**src/rtl/cpu_pkg.sv**
```systemverilog
// rtl/cpu_pkg.sv - shared memory command and fetch state encodings
package cpu_pkg;

  typedef enum logic [1:0] {
    MNONE  = 2'b00,
    MREAD  = 2'b01,
    MWRITE = 2'b10
  } mem_cmd_t;

  typedef enum logic [1:0] {
    F_RST   = 2'b00,
    F_FETCH = 2'b01,
    F_HOLD  = 2'b10,
    F_HALT  = 2'b11
  } fetch_state_t;

endpackage

```
**src/rtl/fetch_unit.sv**
```systemverilog
// rtl/fetch_unit.sv - instruction fetch sequencer with wait states, redirect, halt and timeout
module fetch_unit
  import cpu_pkg::*;
#(
  parameter int                DATA_W   = 16,
  parameter int                ADDR_W   = 9,
  parameter logic [ADDR_W-1:0] RESET_PC = '0,
  parameter int                MAX_WAIT = 15
) (
  input  logic              clk,
  input  logic              reset,
  output logic [1:0]        mem_cmd,
  output logic [ADDR_W-1:0] mem_addr,
  input  logic [DATA_W-1:0] read_data,
  input  logic              mem_ready,
  output logic [DATA_W-1:0] instr,
  output logic              instr_valid,
  input  logic              instr_ready,
  input  logic              branch_valid,
  input  logic [ADDR_W-1:0] branch_target,
  input  logic              halt,
  output logic [ADDR_W-1:0] pc,
  output logic              fetch_err
);

  localparam int              CNT_W     = $clog2(MAX_WAIT + 1);
  // Counter value seen on the last tolerated stall cycle before the timeout fires.
  localparam logic [CNT_W-1:0] LAST_WAIT = CNT_W'(MAX_WAIT - 1);

  fetch_state_t      state_q, state_d;
  logic [ADDR_W-1:0] pc_q, pc_d;
  logic [DATA_W-1:0] instr_q, instr_d;
  logic [CNT_W-1:0]  wait_q, wait_d;
  logic              err_q, err_d;

  always_ff @(posedge clk) begin
    if (reset) begin
      state_q <= F_RST;
      pc_q    <= RESET_PC;
      instr_q <= '0;
      wait_q  <= '0;
      err_q   <= 1'b0;
    end else begin
      state_q <= state_d;
      pc_q    <= pc_d;
      instr_q <= instr_d;
      wait_q  <= wait_d;
      err_q   <= err_d;
    end
  end

  always_comb begin
    state_d = state_q;
    pc_d    = pc_q;
    instr_d = instr_q;
    wait_d  = wait_q;
    err_d   = err_q;
    case (state_q)
      F_RST: state_d = F_FETCH;
      F_FETCH, F_HOLD: begin
        // Halt beats redirect, and redirect beats any data or decode handshake.
        if (halt) begin
          state_d = F_HALT;
        end else if (branch_valid) begin
          pc_d    = branch_target;
          wait_d  = '0;
          state_d = F_FETCH;
        end else if (state_q == F_FETCH) begin
          if (mem_ready) begin
            instr_d = read_data;
            pc_d    = pc_q + ADDR_W'(1);
            wait_d  = '0;
            state_d = F_HOLD;
          end else if (wait_q == LAST_WAIT) begin
            err_d   = 1'b1;
            state_d = F_HALT;
          end else begin
            wait_d = wait_q + CNT_W'(1);
          end
        end else if (instr_ready) begin
          wait_d  = '0;
          state_d = F_FETCH;
        end
      end
      default: ;
    endcase
  end

  assign mem_cmd     = (state_q == F_FETCH) ? MREAD : MNONE;
  assign mem_addr    = pc_q;
  assign pc          = pc_q;
  assign instr       = instr_q;
  assign instr_valid = (state_q == F_HOLD);
  assign fetch_err   = err_q;

endmodule

```
**config.mk**
```make
export PLATFORM = sky130hd
export DESIGN_NAME = fetch_unit
export DESIGN_NICKNAME = d
export VERILOG_FILES = /design/src/rtl/cpu_pkg.sv /design/src/rtl/fetch_unit.sv
export SDC_FILE = /design/constraint.sdc
export NUM_CORES = 1
export LEC_CHECK = 0
export ABC_AREA = 1
export BUFFER_PORTS_ARGS = -buffer_cell sky130_fd_sc_hd__buf_2
export CAP_MARGIN = 10
export CORE_ASPECT_RATIO = 1.5
export CORE_UTILIZATION = 40
export CTS_CLUSTER_DIAMETER = 120
export DETAILED_ROUTE_END_ITERATION = 7
export HOLD_SLACK_MARGIN = 0.03
export PLACE_DENSITY = 0.68
export SYNTH_ARGS = -nofsm -noshare
export SYNTH_HDL_FRONTEND = slang
export SYNTH_SLANG_ARGS = --single-unit
```
**constraint.sdc**
```tcl
create_clock -name clk -period 3.8 [get_ports clk]
set_input_delay 0.57 -clock clk [delete_from_list [all_inputs] [get_ports clk]]
set_output_delay 0.57 -clock clk [all_outputs]
set_load 0.005 [all_outputs]
```
==> flow_metrics.py, run 1 <==
metrics = {
    "run_status": {
        "status": "finished, final reports clean",
    },
    "clock_tree": {
        "cts_made_buffers": 5,
        "cts_resized": 0,
        "post-cts-setup-buffers": 0,
        "cts_root_buf": "clkbuf_8",
        "clkSlewWorstSetupHoldPaths_ns": 0.07,
        "clk_latency_ns": 0.29,
        "ctsHoldBuffers": 0,
        "h-tree-depth": 2,
        "cts.sinks": 32,
        "cts_tree": "yes",
        "clk_path_buf_depth": 2,
    },
    "hold_path": {
        "holdCritPathClass": "reg -> reg",
        "hp-start": "fetch_err$_SDFFE_PP0P_",
    },
    "timing": {
        "drv_slew": 0,
        "setup_slack_ns": 1.847,
        "min_period_over_period_pct": 51.40,
        "tightest_slew_ns": 0.5811,
        "max_freq_mhz": 512.0,
        "setup_viol": 0,
        "slew_headroom_pct": 61.14,
        "finalSetupTns_ns": 0,
        "rsz0062_at_grt": "false",
        "hold_viol": 0,
        "clock_skew_ns": 0.006460,
        "period_minus_slack_ns": 1.953,
    },
    "route": {
        "drt_iter0_drc": 47,
        "first_pass_iters": 4,
        "vias_per_cell": 4.727,
        "wl_mm": 3.882,
        "ant_nets": 0,
        "wire_per_inst_um": 10.69,
        "drc": 0,
        "vias": 1716,
    },
    "die": {
        "start_util_pct": 41.59,
        "rows": 29,
        "num_io_pins": 69,
        "fp.dieH_um": 83.37,
        "die-area_um2": 4689,
        "die_w_um": 56.25,
        "fp.coreArea_um2": 4245,
    },
    "grt": {
        "grt_max_degree": 21,
        "grt_usage_pct": 17.56,
        "grt_overflow": 0,
        "grt_pass1_wl_mm": 6.486,
        "antenna_found_initial": 0,
        "grt_pass1_vias": 1583,
    },
    "placement": {
        "place_congestion": 0.8009,
        "numPortBuffers": 67,
        "dp_slack_ns": 1.686,
        "dpl.hpwl_mm": 2.924,
    },
    "synth": {
        "ys_seq_area_share_pct": 36.29,
        "synth-warning-count": 0,
        "post_synth_xor_area_fraction_pct": 0,
        "synth-simple-area-share_pct": 34.23,
        "synth_cell_types": 22,
        "muxShareOfSynthArea_pct": 0,
        "synth_compound_area_share_pct": 11.34,
        "synth-seq-cells": 32,
        "yosys.area.top_type": "dfxtp_1",
        "syn_area_um2": 1765,
        "synth_top_area_share_pct": 36.29,
        "ys_top_cells_by_area": "dfxtp_1 (36%), nand2_1 (11%), nor2_1 (11%), o21ai_0 (6.5%), ha_1 (5.0%)",
        "synth_fa_ha_area_share_pct": 4.961,
        "synth_area_per_cell_um2": 6.790,
        "synth_top_family_by_area": "simple AND/OR/NAND/NOR gates",
        "synth_cells": 260,
        "synth_nets": 298,
    },
    "setup_path": {
        "slowest_delay_ns": 0.51,
        "critPathArrivalTime_ns": 2.14,
        "crit_slowest_cell": "nor3_4",
        "critPathRequiredTime_ns": 3.98,
        "cpMostUsedCell": "nor2_1",
        "critical_path_peak_fanout": 17,
        "r2r_start": "state_q[0]$_SDFFE_PP0P_",
        "critPathCaptureType": "flip-flop",
        "startpoint": "state_q[0]$_SDFFE_PP0P_",
        "critical_path_class": "reg -> reg",
        "crit_chain": "inv_1 -> ha_1 -> nand2_2 -> nor3_4 -> inv_4 -> nor2_1 -> nor2_1",
        "cp-start-kind": "flip-flop",
    },
    "power_and_ir_drop": {
        "pwr_density_cell_nw_per_um2": 451.3,
        "p_total_mw": 0.9543,
        "ir_worst_vdd_mv": 0.3495,
        "power.leakage_nw": 1.070,
    },
    "final_layout": {
        "final_util_pct": 49.81,
        "finalNetCount": 354,
        "fillers": 454,
        "drive_above_1_share_pct": 31.23,
        "area_growth_pct": 19.77,
        "diodes": 0,
    },
    "flow_run": {
        "cap_viol_max_count": 0,
    },
}
==> sequential cells by signal, indices dropped and copies added, names as in the netlist <==
signal,cells
mem_addr,9
wait_q,4
state_q,2
instr,16
fetch_err,1
==> final cells by class <==
cell class                 count  area, um2  area share (%)
clock buffer                   5      68.82           3.254
clock inverter                 3      23.77           1.124
inverter                      24      92.59           4.379
multi-input combinational    186      895.9           42.37
sequential                    32      640.6           30.30
tap                           46      57.56           2.722
timing repair buffer          67      335.3           15.86
==> final timing paths <==
path,to,slack (ns),depth (start not counted)
setup / recovery,instr[3]$_SDFFE_PP0P_,1.85,7
hold / removal,fetch_err$_SDFFE_PP0P_,0.47,2
setup reg to reg,instr[3]$_SDFFE_PP0P_,1.85,7
hold reg to reg,fetch_err$_SDFFE_PP0P_,0.47,2
==> routing by layer <==
| metal | vias to the layer above | routed length (um) | track usage, % |
|---|---|---|---|
| li1 | 911 | - | - |
| met1 | 763 | 1627 | 17.85 |
| met2 | 36 | 2035 | 33.12 |
| met3 | 6 | 154 | 4.050 |
| met4 | 0 | 65 | 7.539 |
| met5 | - | 0 | 0 |
==> placed cells by master, fill, tap and decap left out, drive strengths merged <==
cell type	n
buf	67
nor2	66
nand2	57
dfxtp	32
inv	24
o21ai	23
a21oi	14
nand3	13
ha	7
clkbuf	5
nand4	2
clkinvlp	2
o211ai	1
nor3	1
or2	1
conb	1
clkinv	1
==> logic make-up (layout without fill, tap and decap cells) <==
kind of cell             count (synthesis)  after routing
AO/OA/AOI/OAI                           38             38
adder cells (fa/ha/maj)                  7              7
buffers and inverters                   42             99
flip-flops                              32             32
other                                    1              1
AND/OR/NAND/NOR                        140            140
==> critical path: cells and delay by family, from the launching register on <==
kind	cells	cell delay, ns
simple gates	4	0.82
flops	1	0.38
buf+inv	2	0.31
fa+ha+maj	1	0.34
==> through the flow <==
stage / instance area (um2) / hold WS (ns) / instances
final: 2115 / 0.4746 / 363
after global routing: 2115 / 0.4970 / 363
after CTS: 2115 / 0.4856 / 363
after detailed placement: 2022 / 0.4676 / 355
after global placement: 2022 / 0.4598 / 355
after floorplan: 1765 / 0.4604 / 260
==> Yosys cell counts <==
library cell / instances
o21ai_0: 23
buf_4: 10
inv_2: 2
a21oi_1: 12
nor3_4: 1
conb_1: 1
ha_1: 7
buf_6: 4
inv_4: 1
nand2_2: 3
or2_2: 1
inv_1: 21
nand2_1: 54
buf_2: 1
nor2_2: 14
nor2_1: 52
dfxtp_1: 32
nand4_1: 2
a21oi_2: 2
o211ai_1: 1
nand3_1: 13
clkbuf_1: 3
==> where the power goes <==
group / total (mW) / switching, mW / internal [mW]
clock: 0.267 / 0.138 / 0.129
sequential: 0.403 / 0.0321 / 0.371
combinational: 0.284 / 0.173 / 0.111
total: 0.954 / 0.343 / 0.611
Note: power is estimated with default switching activity, not from simulation.
==> run 2, diff against run 1 <==
--- a/config.mk
+++ b/config.mk
@@ -13,7 +13,7 @@
 export CTS_CLUSTER_DIAMETER = 120
 export DETAILED_ROUTE_END_ITERATION = 7
 export HOLD_SLACK_MARGIN = 0.03
-export PLACE_DENSITY = 0.68
+export PLACE_DENSITY = 0.7
 export SYNTH_ARGS = -nofsm -noshare
 export SYNTH_HDL_FRONTEND = slang
 export SYNTH_SLANG_ARGS = --single-unit
==> constraint.sdc (replaced) <==
create_clock -name clk -period 1.63 [get_ports clk]
set_input_delay 0.2445 -clock clk [delete_from_list [all_inputs] [get_ports clk]]
set_output_delay 0.2445 -clock clk [all_outputs]
set_load 0.005 [all_outputs]
==> run 2 against run 1 <==
Critical path depth stayed put. Clock power grew to 2.8 times the previous value. Setup slack worse by 1.7 ns. Combinational power grew to 2.8 times the previous value. Clock skew is 0.00073 ns lower. First-iteration DRC count is 23% higher. Wire length is 8.7% higher. Count of clock-buffer cells in the layout stayed put. Register-to-register slack worse by 1.7 ns. Total power grew to 2.6 times the previous value. Via count is 5.3% higher. Die area stayed put. Highest routed layer unchanged.
==> flow_metrics.py, run 2 (synthesis gave the netlist of run 1 again) <==
metrics = {
    "route": {
        "drc": 0,
        "ant_nets": 0,
        "vias_per_cell": 4.871,
        "wire_per_inst_um": 11.37,
        "wl_mm": 4.219,
        "vias": 1807,
        "first_pass_iters": 4,
        "drt_iter0_drc": 58,
    },
    "timing": {
        "drv_slew": 0,
        "period_minus_slack_ns": 1.507,
        "clock_skew_ns": 0.005726,
        "setup_viol": 0,
        "max_freq_mhz": 663.6,
        "min_period_over_period_pct": 92.45,
        "hold_viol": 0,
    },
    "clock_tree": {
        "post-cts-setup-buffers": 0,
        "cts.sinks": 32,
        "clk_latency_ns": 0.28,
        "cts_root_buf": "clkbuf_8",
        "cts_tree": "yes",
        "h-tree-depth": 2,
        "clkSlewWorstSetupHoldPaths_ns": 0.07,
        "clk_path_buf_depth": 2,
        "cts_made_buffers": 5,
    },
    "die": {
        "rows": 29,
        "fp.dieH_um": 83.37,
        "start_util_pct": 41.59,
        "fp.coreArea_um2": 4245,
        "die_w_um": 56.25,
        "die-area_um2": 4689,
        "num_io_pins": 69,
    },
    "grt": {
        "grt_pass1_wl_mm": 6.844,
        "grt_overflow": 0,
        "grt_usage_pct": 18.43,
        "grt_max_degree": 18,
        "grt_pass1_vias": 1600,
        "antenna_found_initial": 0,
    },
    "setup_path": {
        "critPathArrivalTime_ns": 1.73,
        "critical_path_class": "reg -> reg",
        "r2r_start": "state_q[1]$_SDFFE_PP0P_",
        "critical_path_peak_fanout": 8,
        "reg2reg_depth": 7,
        "cp-start-kind": "flip-flop",
        "r2r_end": "instr[14]$_SDFFE_PP0P_",
        "startpoint": "state_q[1]$_SDFFE_PP0P_",
        "critPathCaptureType": "flip-flop",
        "critPathRequiredTime_ns": 1.85,
        "rrSetupSlack_ns": 0.12,
        "endpoint": "instr[14]$_SDFFE_PP0P_",
    },
    "final_layout": {
        "finalNonFillerCells": 371,
        "layout_common_cells": "buf_2 (67), nand2_1 (54), nor2_1 (52)",
        "drive_above_1_share_pct": 34.77,
        "largest_reg_flops": 16,
        "area_growth_pct": 26.93,
        "diodes": 0,
        "final_common_cell": "buf_2",
        "finalNetCount": 362,
    },
    "power_and_ir_drop": {
        "pwr_density_cell_nw_per_um2": 1115,
        "ir_worst_vdd_mv": 0.8085,
        "power.leakage_nw": 1.132,
        "p_total_mw": 2.500,
    },
    "run_status": {
        "status": "finished, final reports clean",
    },
    "placement": {
        "place_congestion": 0.7941,
        "dpl.hpwl_mm": 3.017,
        "numPortBuffers": 67,
        "dp_cells": 362,
    },
    "hold_path": {
        "holdCritPathClass": "in -> reg",
    },
    "flow_run": {
        "cap_viol_max_count": 0,
    },
}
-- run 2: cell count changes in the layout (fill, tap and decap cells not counted), sizes merged --
cell | previous run | this run
bufinv | 0 | 1
buf | 67 | 75
clkinvlp | 2 | 1
-- run 2: repair_timing --
| action | in CTS | in global routing |
|---|---|---|
| resized for setup | 0 | 16 |
| setup endpoints to repair | 0 | 26 |
| hold buffers | 0 | 0 |
-- run 2: area by class of cell --
type                            instances  area (um2)
Fill cell                             444        2004
Multi-Input combinational cell        186       930.9
Sequential cell                        32       643.1
Timing Repair Buffer                   75       402.9
Inverter                               24       95.09
Clock buffer                            5       68.82
Tap cell                               46       57.56
Clock inverter                          3       42.54
-- run 2: worst min path at each step --
stage          depth (start not counted)                endpoint  slack (ns)          start
3_3_place_gp                           3  instr[15]$_SDFFE_PP0P_        0.47  read_data[15]
5_1_grt                                3   instr[3]$_SDFFE_PP0P_        0.18   read_data[3]
2_1_floorplan                          2  instr[10]$_SDFFE_PP0P_        0.37  read_data[10]
3_5_place_dp                           3   instr[0]$_SDFFE_PP0P_        0.47   read_data[0]
6_report                               3   instr[3]$_SDFFE_PP0P_        0.18   read_data[3]
4_1_cts                                3   instr[0]$_SDFFE_PP0P_        0.18   read_data[0]
-- run 2: through the flow --
| step | worst slack, ns | hold WS, ns | util, % | area, um2 | TNS, ns |
|---|---|---|---|---|---|
| after CTS | 0.04953 | 0.1757 | 51.49 | 2186 | 0 |
| after global placement | 0.1130 | 0.4652 | 48.87 | 2074 | 0 |
| after global routing | -0.001089 | 0.1785 | 52.79 | 2241 | -0.001089 |
| after floorplan | 0.06275 | 0.3727 | - | 1765 | 0 |
| final | 0.1231 | 0.1784 | 52.79 | 2241 | 0 |
| after detailed placement | 0.06665 | 0.4728 | 48.87 | 2074 | 0 |
-- run 2: where the power goes --
group / switching [mW] / total [mW] / internal [mW] / leakage (nW)
combinational: 0.459 / 0.808 / 0.349 / 0.818
clock: 0.301 / 0.752 / 0.452 / 0.0541
sequential: 0.0703 / 0.940 / 0.869 / 0.260
total: 0.830 / 2.50 / 1.67 / 1.13
-- run 2: worst max-delay path, cell delays in order, from the launching register on --
cell and delay, ns:
dfxtp_2 0.34, inv_2 0.05, ha_4 0.27, nand2_2 0.09
nor3_4 0.31, buf_6 0.19, o21ai_0 0.08, nor2_1 0.12
-- run 2: layer usage --
layer,vias up,share of wire (%),GRT usage [%]
met5,-,0,0
met4,0,2.0,7.982
met3,9,3.9,3.271
met2,53,53,33.33
met1,817,41,20.60
li1,928,-,-
==> run 3, diff against run 2 <==
--- a/config.mk
+++ b/config.mk
@@ -14,6 +14,7 @@
 export DETAILED_ROUTE_END_ITERATION = 7
 export HOLD_SLACK_MARGIN = 0.03
 export PLACE_DENSITY = 0.7
+export REMOVE_ABC_BUFFERS = 1
 export SYNTH_ARGS = -nofsm -noshare
 export SYNTH_HDL_FRONTEND = slang
 export SYNTH_SLANG_ARGS = --single-unit
==> run 3 against run 2 <==
Highest routed layer unchanged. Hold slack better by 0.0065 ns. Largest power group unchanged. Fmax is 1.5% higher. Sequential share of layout area up 0.13 points. Register-to-register slack better by 0.02 ns.
==> flow_metrics.py, run 3 (synthesis gave the netlist of run 1 again) <==
metrics = {
    "flow_run": {
        "cap_viol_max_count": 0,
    },
    "grt": {
        "antenna_found_initial": 0,
        "grt_overflow": 0,
        "grt_usage_pct": 17.46,
        "grt_pass1_wl_mm": 6.727,
        "grt_pass1_vias": 1714,
        "grt_max_degree": 18,
    },
    "route": {
        "dr_wl_met2_mm": 1.934,
        "first_pass_iters": 4,
        "highest_layer": "met4",
        "met1_length_mm": 1.639,
        "wl_mm": 3.817,
        "drc": 0,
        "ant_nets": 0,
        "vias_per_cell": 4.727,
        "wl_met3_um": 210,
        "vias": 1749,
        "wire_per_inst_um": 10.32,
        "drt_iter0_drc": 52,
    },
    "placement": {
        "place_congestion": 0.7708,
        "dp_cells": 361,
        "numPortBuffers": 67,
        "dpl.hpwl_mm": 2.897,
    },
    "hold_path": {
        "holdCritPathClass": "in -> reg",
        "hp-start": "read_data[2]",
    },
    "final_layout": {
        "layout_common_cells": "buf_2 (67), nand2_1 (54), nor2_1 (52)",
        "drive_above_1_share_pct": 33.33,
        "area_growth_pct": 25.87,
        "finalNonFillerCells": 370,
        "finalNetCount": 361,
        "final_common_cell": "buf_2",
        "largest_reg_flops": 16,
        "fillers": 443,
        "diodes": 0,
    },
    "die": {
        "num_io_pins": 69,
        "fp.coreArea_um2": 4245,
        "die-area_um2": 4689,
        "die_w_um": 56.25,
        "start_util_pct": 41.59,
        "rows": 29,
        "fp.dieH_um": 83.37,
    },
    "clock_tree": {
        "h-tree-depth": 2,
        "clk_latency_ns": 0.28,
        "cts_made_buffers": 5,
        "cts_tree": "yes",
        "cts_root_buf": "clkbuf_8",
        "clkSlewWorstSetupHoldPaths_ns": 0.07,
        "clk_path_buf_depth": 2,
        "ctsHoldBuffers": 0,
        "cts.sinks": 32,
    },
    "setup_path": {
        "r2r_start": "state_q[0]$_SDFFE_PP0P_",
        "slowest_delay_ns": 0.33,
        "reg2reg_depth": 9,
        "critical_path_peak_fanout": 5,
        "endpoint": "wait_q[3]$_SDFFE_PP0P_",
        "cp-start-kind": "flip-flop",
        "critPathCaptureType": "flip-flop",
        "critPathArrivalTime_ns": 1.66,
        "startpoint": "state_q[0]$_SDFFE_PP0P_",
        "crit_chain": "inv_1 -> ha_4 -> nand2_2 -> inv_1 -> nand2_1 -> nor2_4 -> nand2_1 -> nor2_1 -> nor2_1",
        "crit_slowest_cell": "dfxtp_1",
        "critPathRequiredTime_ns": 1.81,
        "rrSetupSlack_ns": 0.15,
        "critical_path_class": "reg -> reg",
        "r2r_end": "wait_q[3]$_SDFFE_PP0P_",
    },
    "timing": {
        "setup_viol": 0,
        "finalHoldWorstSlack_ns": 0.1849,
        "hold_viol": 0,
        "min_period_over_period_pct": 91.08,
        "rsz0062_at_grt": "false",
        "period_minus_slack_ns": 1.485,
        "finalSetupTns_ns": 0,
        "drv_slew": 0,
        "max_freq_mhz": 673.5,
        "clock_skew_ns": 0.007006,
    },
    "run_status": {
        "status": "finished, final reports clean",
    },
    "power_and_ir_drop": {
        "pwr_density_cell_nw_per_um2": 1127,
        "power.leakage_nw": 1.130,
        "ir_worst_vdd_mv": 0.8458,
    },
}
-- run 3: cell count changes in the layout (fill, tap and decap cells not counted), sizes merged --
cell	delta
buf	-1
clkbuf	+2
clkinvlp	-1
clkinv	-1
-- run 3: layout make-up --
| cell class | instances | area (um2) | share of cell area, % |
|---|---|---|---|
| timing repair buffer | 74 | 391.6 | 17.62 |
| multi-input combinational | 186 | 913.4 | 41.10 |
| sequential | 32 | 640.6 | 28.83 |
| clock buffer | 7 | 96.34 | 4.336 |
| inverter | 24 | 92.59 | 4.167 |
| clock inverter | 1 | 30.03 | 1.351 |
| tap | 46 | 57.56 | 2.590 |
-- run 3: critical path: cells and delay by family (launching register included) --
kind / cells / cell delay [ns]
DFF: 1 / 0.33
and+or+nand+nor: 6 / 0.58
adders and majority gates: 1 / 0.29
buffers and inverters: 2 / 0.18
-- run 3: stage by stage --
step / total power, mW / setup WS [ns] / area, um2 / utilization (%)
after floorplan: 1.393 / -0.01205 / 1629 / -
after global routing: 2.691 / 0.02293 / 2222 / 52.34
after global placement: 1.640 / 0.1202 / 2067 / 48.69
after detailed placement: 1.649 / 0.06014 / 2067 / 48.69
after CTS: 2.488 / 0.04360 / 2193 / 51.67
final: 2.504 / 0.1453 / 2222 / 52.34
-- run 3: layer usage --
| metal | vias to the layer above | track usage [%] |
|---|---|---|
| met3 | 4 | 4.050 |
| met5 | - | 0 |
| met1 | 759 | 18.62 |
| met4 | 0 | 6.652 |
| li1 | 922 | - |
| met2 | 64 | 32.36 |
-- run 3: where the power goes --
part | switching (mW) | total (mW) | leakage, nW | internal, mW
combinational | 0.422 | 0.740 | 0.806 | 0.318
clock | 0.287 | 0.826 | 0.0645 | 0.539
sequential | 0.0723 | 0.938 | 0.259 | 0.865
total | 0.781 | 2.50 | 1.13 | 1.72
-- run 3: worst min path at each step --
stage / to / cells past startpoint
after detailed placement: instr[2]$_SDFFE_PP0P_ / 3
after floorplan: mem_addr[7]$_SDFFE_PP0P_ / 1
after CTS: instr[2]$_SDFFE_PP0P_ / 3
after global routing: instr[5]$_SDFFE_PP0P_ / 3
after global placement: instr[3]$_SDFFE_PP0P_ / 3
final: instr[2]$_SDFFE_PP0P_ / 3
-- run 3: what timing repair did --
item	4_1_cts	5_1_grt
endpoints found under the setup margin	0	28
setup buffers	0	1
endpoints found under the hold margin	0	0
gates resized for setup	0	5
